## config.mk

```make
export PLATFORM = sky130hd
export DESIGN_NAME = wave_classify_ctrl
export DESIGN_NICKNAME = d
export VERILOG_FILES = /design/src/rtl/wave_classify_ctrl.sv
export SDC_FILE = /design/constraint.sdc
export NUM_CORES = 1
export LEC_CHECK = 0
export ABC_CLOCK_PERIOD_IN_PS = 3600
export CORE_ASPECT_RATIO = 0.5
export CORE_UTILIZATION = 38
export CTS_CLUSTER_SIZE = 12
export DETAILED_ROUTE_END_ITERATION = 6
export HOLD_SLACK_MARGIN = 0.05
export PLACE_DENSITY = 0.58
export SLEW_MARGIN = 30
export SYNTH_ARGS = -nofsm -noshare
export SYNTH_HDL_FRONTEND = slang
export SYNTH_SLANG_ARGS = --single-unit
```

## constraint.sdc

```tcl
create_clock -name clk -period 3.6 [get_ports clk]
set_clock_uncertainty 0.2 [all_clocks]
set_input_delay 0.72 -clock clk [delete_from_list [all_inputs] [get_ports clk]]
set_output_delay 0.72 -clock clk [all_outputs]
set_load 0.03 [all_outputs]
```

## src/rtl/wave_classify_ctrl.sv

```systemverilog
// Windowed comparator-edge timing classifier with vote-filtered select output.
// Captures the first synchronized rise per window, classifies it, and updates sel_sig after AGREE agreeing windows.
module wave_classify_ctrl #(
    parameter int WIN_LEN = 1000,
    parameter int CNT_W   = 10,
    parameter int AGREE   = 3
) (
    input  logic             clk,
    input  logic             rst_n,
    input  logic             en,
    input  logic             cmp1_sig,
    output logic             win_start,
    output logic [CNT_W-1:0] meas_cnt,
    output logic [3:0]       sel_sig,
    output logic             sel_valid,
    output logic             sel_change,
    output logic             no_edge
);

    typedef enum logic [1:0] {
        IDLE,
        ARM,
        HOLD
    } state_e;

    localparam logic [2:0]       AGR  = 3'(AGREE);
    localparam logic [CNT_W-1:0] LAST = CNT_W'(WIN_LEN - 1);

    state_e           state_q;
    logic [CNT_W-1:0] cnt_q;
    logic [CNT_W-1:0] cap_q;
    logic             s1_q;
    logic             s2_q;
    logic             prev_q;
    logic [3:0]       cand_q;
    logic [2:0]       agree_q;

    logic             rise;
    logic             last;
    logic             hit;
    logic             have;
    logic [CNT_W-1:0] cval;
    logic [3:0]       cls;
    logic [3:0]       cand_d;
    logic [2:0]       agree_d;

    function automatic logic [3:0] classify(input logic [CNT_W-1:0] v);
        int unsigned cv;
        logic [3:0]  r;
        cv = 32'(v);
        r  = 4'b0000;
        unique case (1'b1)
            (cv <= 32'd40):                  r = 4'b0001;
            (cv >= 32'd220 && cv <= 32'd270): r = 4'b0010;
            (cv >= 32'd410 && cv <= 32'd465): r = 4'b1000;
            (cv >= 32'd485 && cv <= 32'd520): r = 4'b0100;
            default:                          r = 4'b0000;
        endcase
        return r;
    endfunction

    assign rise = s2_q & ~prev_q;
    assign last = (cnt_q == LAST);
    assign hit  = (state_q == ARM) && rise;
    assign have = (state_q == HOLD) || hit;
    assign cval = hit ? cnt_q : cap_q;
    assign cls  = classify(cval);

    assign win_start = (state_q != IDLE) && en && (cnt_q == '0);

    always_comb begin
        cand_d  = cand_q;
        agree_d = agree_q;
        if (!have || cls == 4'b0000) begin
            cand_d  = 4'b0000;
            agree_d = 3'd0;
        end else if (cls == cand_q) begin
            agree_d = (agree_q >= AGR) ? AGR : agree_q + 3'd1;
        end else begin
            cand_d  = cls;
            agree_d = 3'd1;
        end
    end

    always_ff @(posedge clk or negedge rst_n) begin
        if (!rst_n) begin
            state_q    <= IDLE;
            cnt_q      <= '0;
            cap_q      <= '0;
            s1_q       <= 1'b0;
            s2_q       <= 1'b0;
            prev_q     <= 1'b0;
            cand_q     <= 4'b0000;
            agree_q    <= 3'd0;
            meas_cnt   <= '0;
            sel_sig    <= 4'b0000;
            sel_valid  <= 1'b0;
            sel_change <= 1'b0;
            no_edge    <= 1'b0;
        end else begin
            s1_q       <= cmp1_sig;
            s2_q       <= s1_q;
            prev_q     <= s2_q;
            sel_change <= 1'b0;
            no_edge    <= 1'b0;
            if (!en) begin
                state_q <= IDLE;
                cnt_q   <= '0;
                cand_q  <= 4'b0000;
                agree_q <= 3'd0;
            end else begin
                unique case (state_q)
                    IDLE: begin
                        state_q <= ARM;
                        cnt_q   <= '0;
                    end
                    ARM, HOLD: begin
                        cnt_q <= last ? '0 : cnt_q + CNT_W'(1);
                        if (hit) begin
                            cap_q   <= cnt_q;
                            state_q <= HOLD;
                        end
                        // Window evaluation; a rise in this same cycle still counts.
                        if (last) begin
                            state_q <= ARM;
                            cand_q  <= cand_d;
                            agree_q <= agree_d;
                            if (have) meas_cnt <= cval;
                            else      no_edge  <= 1'b1;
                            if (agree_d == AGR && cand_d != sel_sig) begin
                                sel_sig    <= cand_d;
                                sel_valid  <= 1'b1;
                                sel_change <= 1'b1;
                            end
                        end
                    end
                    default: begin
                        state_q <= IDLE;
                        cnt_q   <= '0;
                    end
                endcase
            end
        end
    end

endmodule
```

# After elaboration in Yosys (flattened, before gate mapping)
# Index checks and enable logic that the tools add are counted.
# Widths: inputs -> output; s select.
# classes
addsub	2
bitwise_logic	2
eq_ne	9
magnitude_cmp	8
reduce_logical	19
mux	28
# ops
cell	n
$mux 10	4
$ge 10x9->1 const B	2
$le 10x9->1 const B	2
$mux 4	5
$mux 3	6
$pmux 4 s4	1
$add 10x1->10 const B	1
$eq 10x10->1 const B	1
$ge 10x8->1 const B	1
$le 10x10->1 const B	1
$le 10x6->1 const B	1
$logic_not 10->1	1
$mux 1	8
$reduce_and 4->1	2
$logic_and 1x1->1	7
$mux 2	3
$eq 4x4->1	1
$logic_not 4->1	1
$ne 2x1->1 const B	2
$ne 4x4->1	1
$ne 4x4->1 const B	1
$pmux 2 s2	1
$reduce_and 2->1	2
$add 3x1->3 const B	1
11 further kinds	12
# totals
register_bits	49
word_cells	81

# Depth between registers and ports, before layout
# depth
depth_word	16
depth_mapped	11
mapped_depth_nobuf	10

# Worst setup path after synthesis
# Ideal clock, no wire load.
# synth_timing
path_type	register to register
from	register state_q[0]
to	register sel_sig[1]
synth_period_minus_slack_ns	3.394
n_path_buf	1
slack_ns	0.206
arrival_ns	3.067
setup_time_ns	0.128
path_stages_with_launch	11
path_cell_list	dfrtp_1 > ha_1 > and3b_1 > buf_6 > or4_1 > o21ai_2 > a21oi_2 > nor4b_1 > or4_1 > a2111o_1 > mux2_1
# synth_between
elab_chain_cells	12
# synth_lines
element	line_no	rtl
start: declaration	29	state_e state_q;
start signal: assignment	87	state_q <= IDLE;
start signal: assignment	107	state_q <= IDLE;
start signal: assignment	114	state_q <= ARM;
$eq 2x1->1	64, 112	
$logic_and 1x1->1	64	assign hit = (state_q == ARM) && rise;
$mux 10	--	
$ge 10x9->1 (tied with other cells)	56	(cv >= 32'd485 && cv <= 32'd520): r = 4'b0100;
$logic_and 1x1->1, on equally long branches	56, 54, 55	
$pmux 4 s4	52	unique case (1'b1)
$eq 4x4->1 or $logic_not 4->1 (tied branches)	77, 74	
$mux 4 (tied with other cells)	77	end else if (cls == cand_q) begin
$mux 4 or $mux 3 (tied branches)	74	if (!have || cls == 4'b0000) begin
$ne 4x4->1 or $eq 3x2->1 (tied branches)	130	if (agree_d == AGR && cand_d != sel_sig) begin
$logic_and 1x1->1	130	
$reduce_and 4->1 (no source line)	--	
end signal: assignment	131	sel_sig <= cand_d;
end: declaration	14	output logic [3:0] sel_sig,
# Several ways; a longest one is shown, not always the timed one.
# A chain may end at the register's enable or synchronous reset.

# Worst setup path after layout
# layout_timing
from	register state_q[1]
to	register sel_sig[1]
# The elaborated chain is that of the path after synthesis.

==> impl_metrics.ini <==
[yosys]
syn_area_um2 = 2740
synth.ff_latch_count = 49
dominantRegCellSynth = sky130_fd_sc_hd__dfrtp_1
syn_avg_cell_area_um2 = 9.28
top_cells_by_area_in_the_synthesized_netlist = sky130_fd_sc_hd__dfrtp_1, sky130_fd_sc_hd__nor2_1, sky130_fd_sc_hd__nand2_1
synth_nets = 307
synth.top_cells.by_count = sky130_fd_sc_hd__dfrtp_1, sky130_fd_sc_hd__nor2_1, sky130_fd_sc_hd__nand2_1
yosys.cell_count.top_type = sky130_fd_sc_hd__dfrtp_1
synth-edff-count = 0
yosys.area.top_type_share = 0.448
synth_cell_types = 50
asr_flop_ratio_synth = 1.00
syn-instance-count = 295
yosys_warnings = 0
ys_seq_area_frac = 0.448
netlist.top_cell.by_area = sky130_fd_sc_hd__dfrtp_1

[worst_setup_path]
crit_path_max_delay_family = multiplexers
crit_arrival_ns = 3.43
ff2ff_path_depth = 12
worst_r2r_endpoint = sel_sig[1]
crit_slowest_cell = sky130_fd_sc_hd__a2111o_1
startpoint_class_of_the_critical_path = flip-flop
critPathRequiredTime_ns = 3.57
end_kind = flip-flop
cp_max_fo = 5
timing.critical_path.cells = inv_2 -> ha_1 -> nand3b_1 -> buf_4 -> mux2i_1 -> mux2i_1 -> a21oi_2 -> buf_4 -> xnor2_1 -> or4_4 -> a2111o_1 -> mux2_1
timing.critical_path.slowest_cell_delay_ns = 0.46
path_class = reg -> reg
regToRegStartpoint = state_q[1]
regToRegSetupSlack_ns = 0.14
worstPathBufferInverterCount = 3

[placed_design]
placed_cells = 400
placed_cell_area_um2 = 3070
portBuffers = 21
detailedPlacementHpwl_um = 4910
gpl.final_weighted_congestion = 0.866

[routing]
route.met3.wl_um = 406
detail_route.vias_per_cell = 5.56
route.layer.met1.wl_um = 3370
drt_iter0_markers = 191
num_vias = 2280
dr_drc_count = 0
top_layer_used = met4
route.antenna.remaining_nets = 0
drt_pre_antenna_iters = 4
drt-total-wl_um = 6790
met2_wirelength_um = 2980
wl_per_cell_um = 16.6

[layout]
finalNetCount = 329
area_delta_synth_final_pct = 20.5
post-route-cell-area_um2 = 3300
fill_cells = 625
layout.core_utilization = 0.483
antenna_cells_inserted = 0
finalNonFillerCells = 410
drive_above_1_share = 0.135

[clock_network]
clk_transition_reported_paths_ns = 0.06
cts_made_buffers = 5
clk-insertion-delay-late_ns = 0.29
max-clock-path-buffers = 2
cts-root-buf = sky130_fd_sc_hd__clkbuf_16
cts.sinks = 49
cts_htree_levels = 2
cts_tree = done

[global_routing]
global_route.overflow_total = 0
all_layer_global_routing_usage = 0.195
grt_pass1_wl_um = 11000
first_global_vias = 2201
grt_antenna_before_repair = 0
grt_start_max_net_pins = 50

[timing]
slew_headroom = 0.568
worst_tran_pin_value_ns = 0.649
final-setup-viol-count = 0
final-hold-violation-count = 0
rsz0062_at_grt = false
slew_viol_final = 0
maxClockFrequency_ghz = 0.289
final.min_clock_period_ns = 3.46
finalCritPeriodShare = 0.960

[min_path]
hold_start = s1_q
hold_class = reg -> reg
hold_path_end = s2_q
whs_path_depth = 0

[floorplan]
die_h_um = 62.0
die_area_um2 = 7570
placementRows = 21
die_wd_um = 122
coreArea_um2 = 6830
io_pins = 22
start_util = 0.401

[pwr]
power.ir.vdd_worst_mv = 0.194
cellLeakagePower_uw = 0.00139
power_density_nw_per_um2 = 400

[run_status]
status = complete, no violations

[run]
max-cap-violations = 0
-- kinds of logic after synthesis --
group / Yosys count / share of synthesized area
and+or+nand+nor: 121 / 0.217
xor gates and xnor gates: 12 / 0.0384
muxes: 18 / 0.0717
DFF: 49 / 0.448
buffers and inverters: 32 / 0.0512
adders and majority gates: 8 / 0.0365
AOI/OAI and AO/OA: 55 / 0.138
-- layout by cell type (no fill, tap or decap), drive strengths merged, types with 2 or more instances in the layout --
cell            n
clkdlybuf4s50  20
o311a           2
o31a            2
o21ai          14
nor2b           2
xor2            6
clkbuf          5
a21oi           6
xnor2           6
nand2b          4
nor3            3
mux2i           5
a31oi          13
buf            18
a22oi           2
inv            10
nand2          31
dfrtp          49
a2111oi         4
nand4           3
nor4            5
nand3          13
or3             2
mux2           13
nand3b          2
nor4b           6
ha              8
bufinv          2
or4             4
o211ai          2
nor2           39
o31ai           2
-- repair_timing --
| item | in CTS | in global routing |
|---|---|---|
| hold buffers | 0 | 0 |
| pin swaps | 0 | 2 |
| cloned | 0 | 0 |
| buffers inserted | 0 | 2 |
| resized for setup | 1 | 6 |
| endpoints found under the setup margin | 4 | 4 |
-- layout make-up --
cell class	count	area (µm²)	area share
multi-input cells	214	1390	0.422
flip-flops and latches	49	1230	0.371
repair buffers	38	339	0.103
clock buffers	5	125	0.0379
well taps	92	115	0.0349
clock inverters	3	68.8	0.0208
inverters	9	33.8	0.0102
-- worst max-delay path by stage --
stage	start	slack, ns	depth (start not counted)	to
4_1_cts	state_q[1]	0.02	10	sel_sig[1]
2_1_floorplan	state_q[0]	0.21	10	sel_sig[1]
3_3_place_gp	state_q[1]	0.20	11	sel_sig[2]
5_1_grt	state_q[1]	0.02	11	sel_sig[1]
6_report	state_q[1]	0.14	12	sel_sig[1]
3_5_place_dp	state_q[1]	-0.04	10	sel_sig[1]
-- flip-flops by register name (all words and copies together) (netlist names) --
register	cells
cap_q	10
cnt_q	10
meas_cnt	10
cand_q	4
sel_sig	4
agree_q	3
state_q	2
no_edge	1
prev_q	1
s1_q	1
s2_q	1
sel_change	1
sel_valid	1
-- per-layer routing --
metal  up-vias  global-route usage
met4         0              0.0523
met5         -                   0
li1       1088                   -
met2        71               0.310
met1      1114               0.270
met3         7              0.0502
-- report_power, final --
group	internal [µW]	switching, µW	leakage (µW)
Combinational	45.3	72.4	0.000625
Sequential	564	28.6	0.000673
Clock	401	211	0.0000944
Total	1010	312	0.00139
-- per-stage QoR --
stage               setup TNS [ns]  worst slack, ns  hold WS, ns  power (µW)
finish                           0            0.142        0.151        1320
global route                     0           0.0249        0.165        1370
CTS                              0           0.0213        0.157        1330
detailed placement         -0.0610          -0.0372        0.142         718
global placement                 0            0.203        0.138         713
floorplan                        0            0.206        0.131         671
No activity file was read; power rests on OpenSTA's default activity.
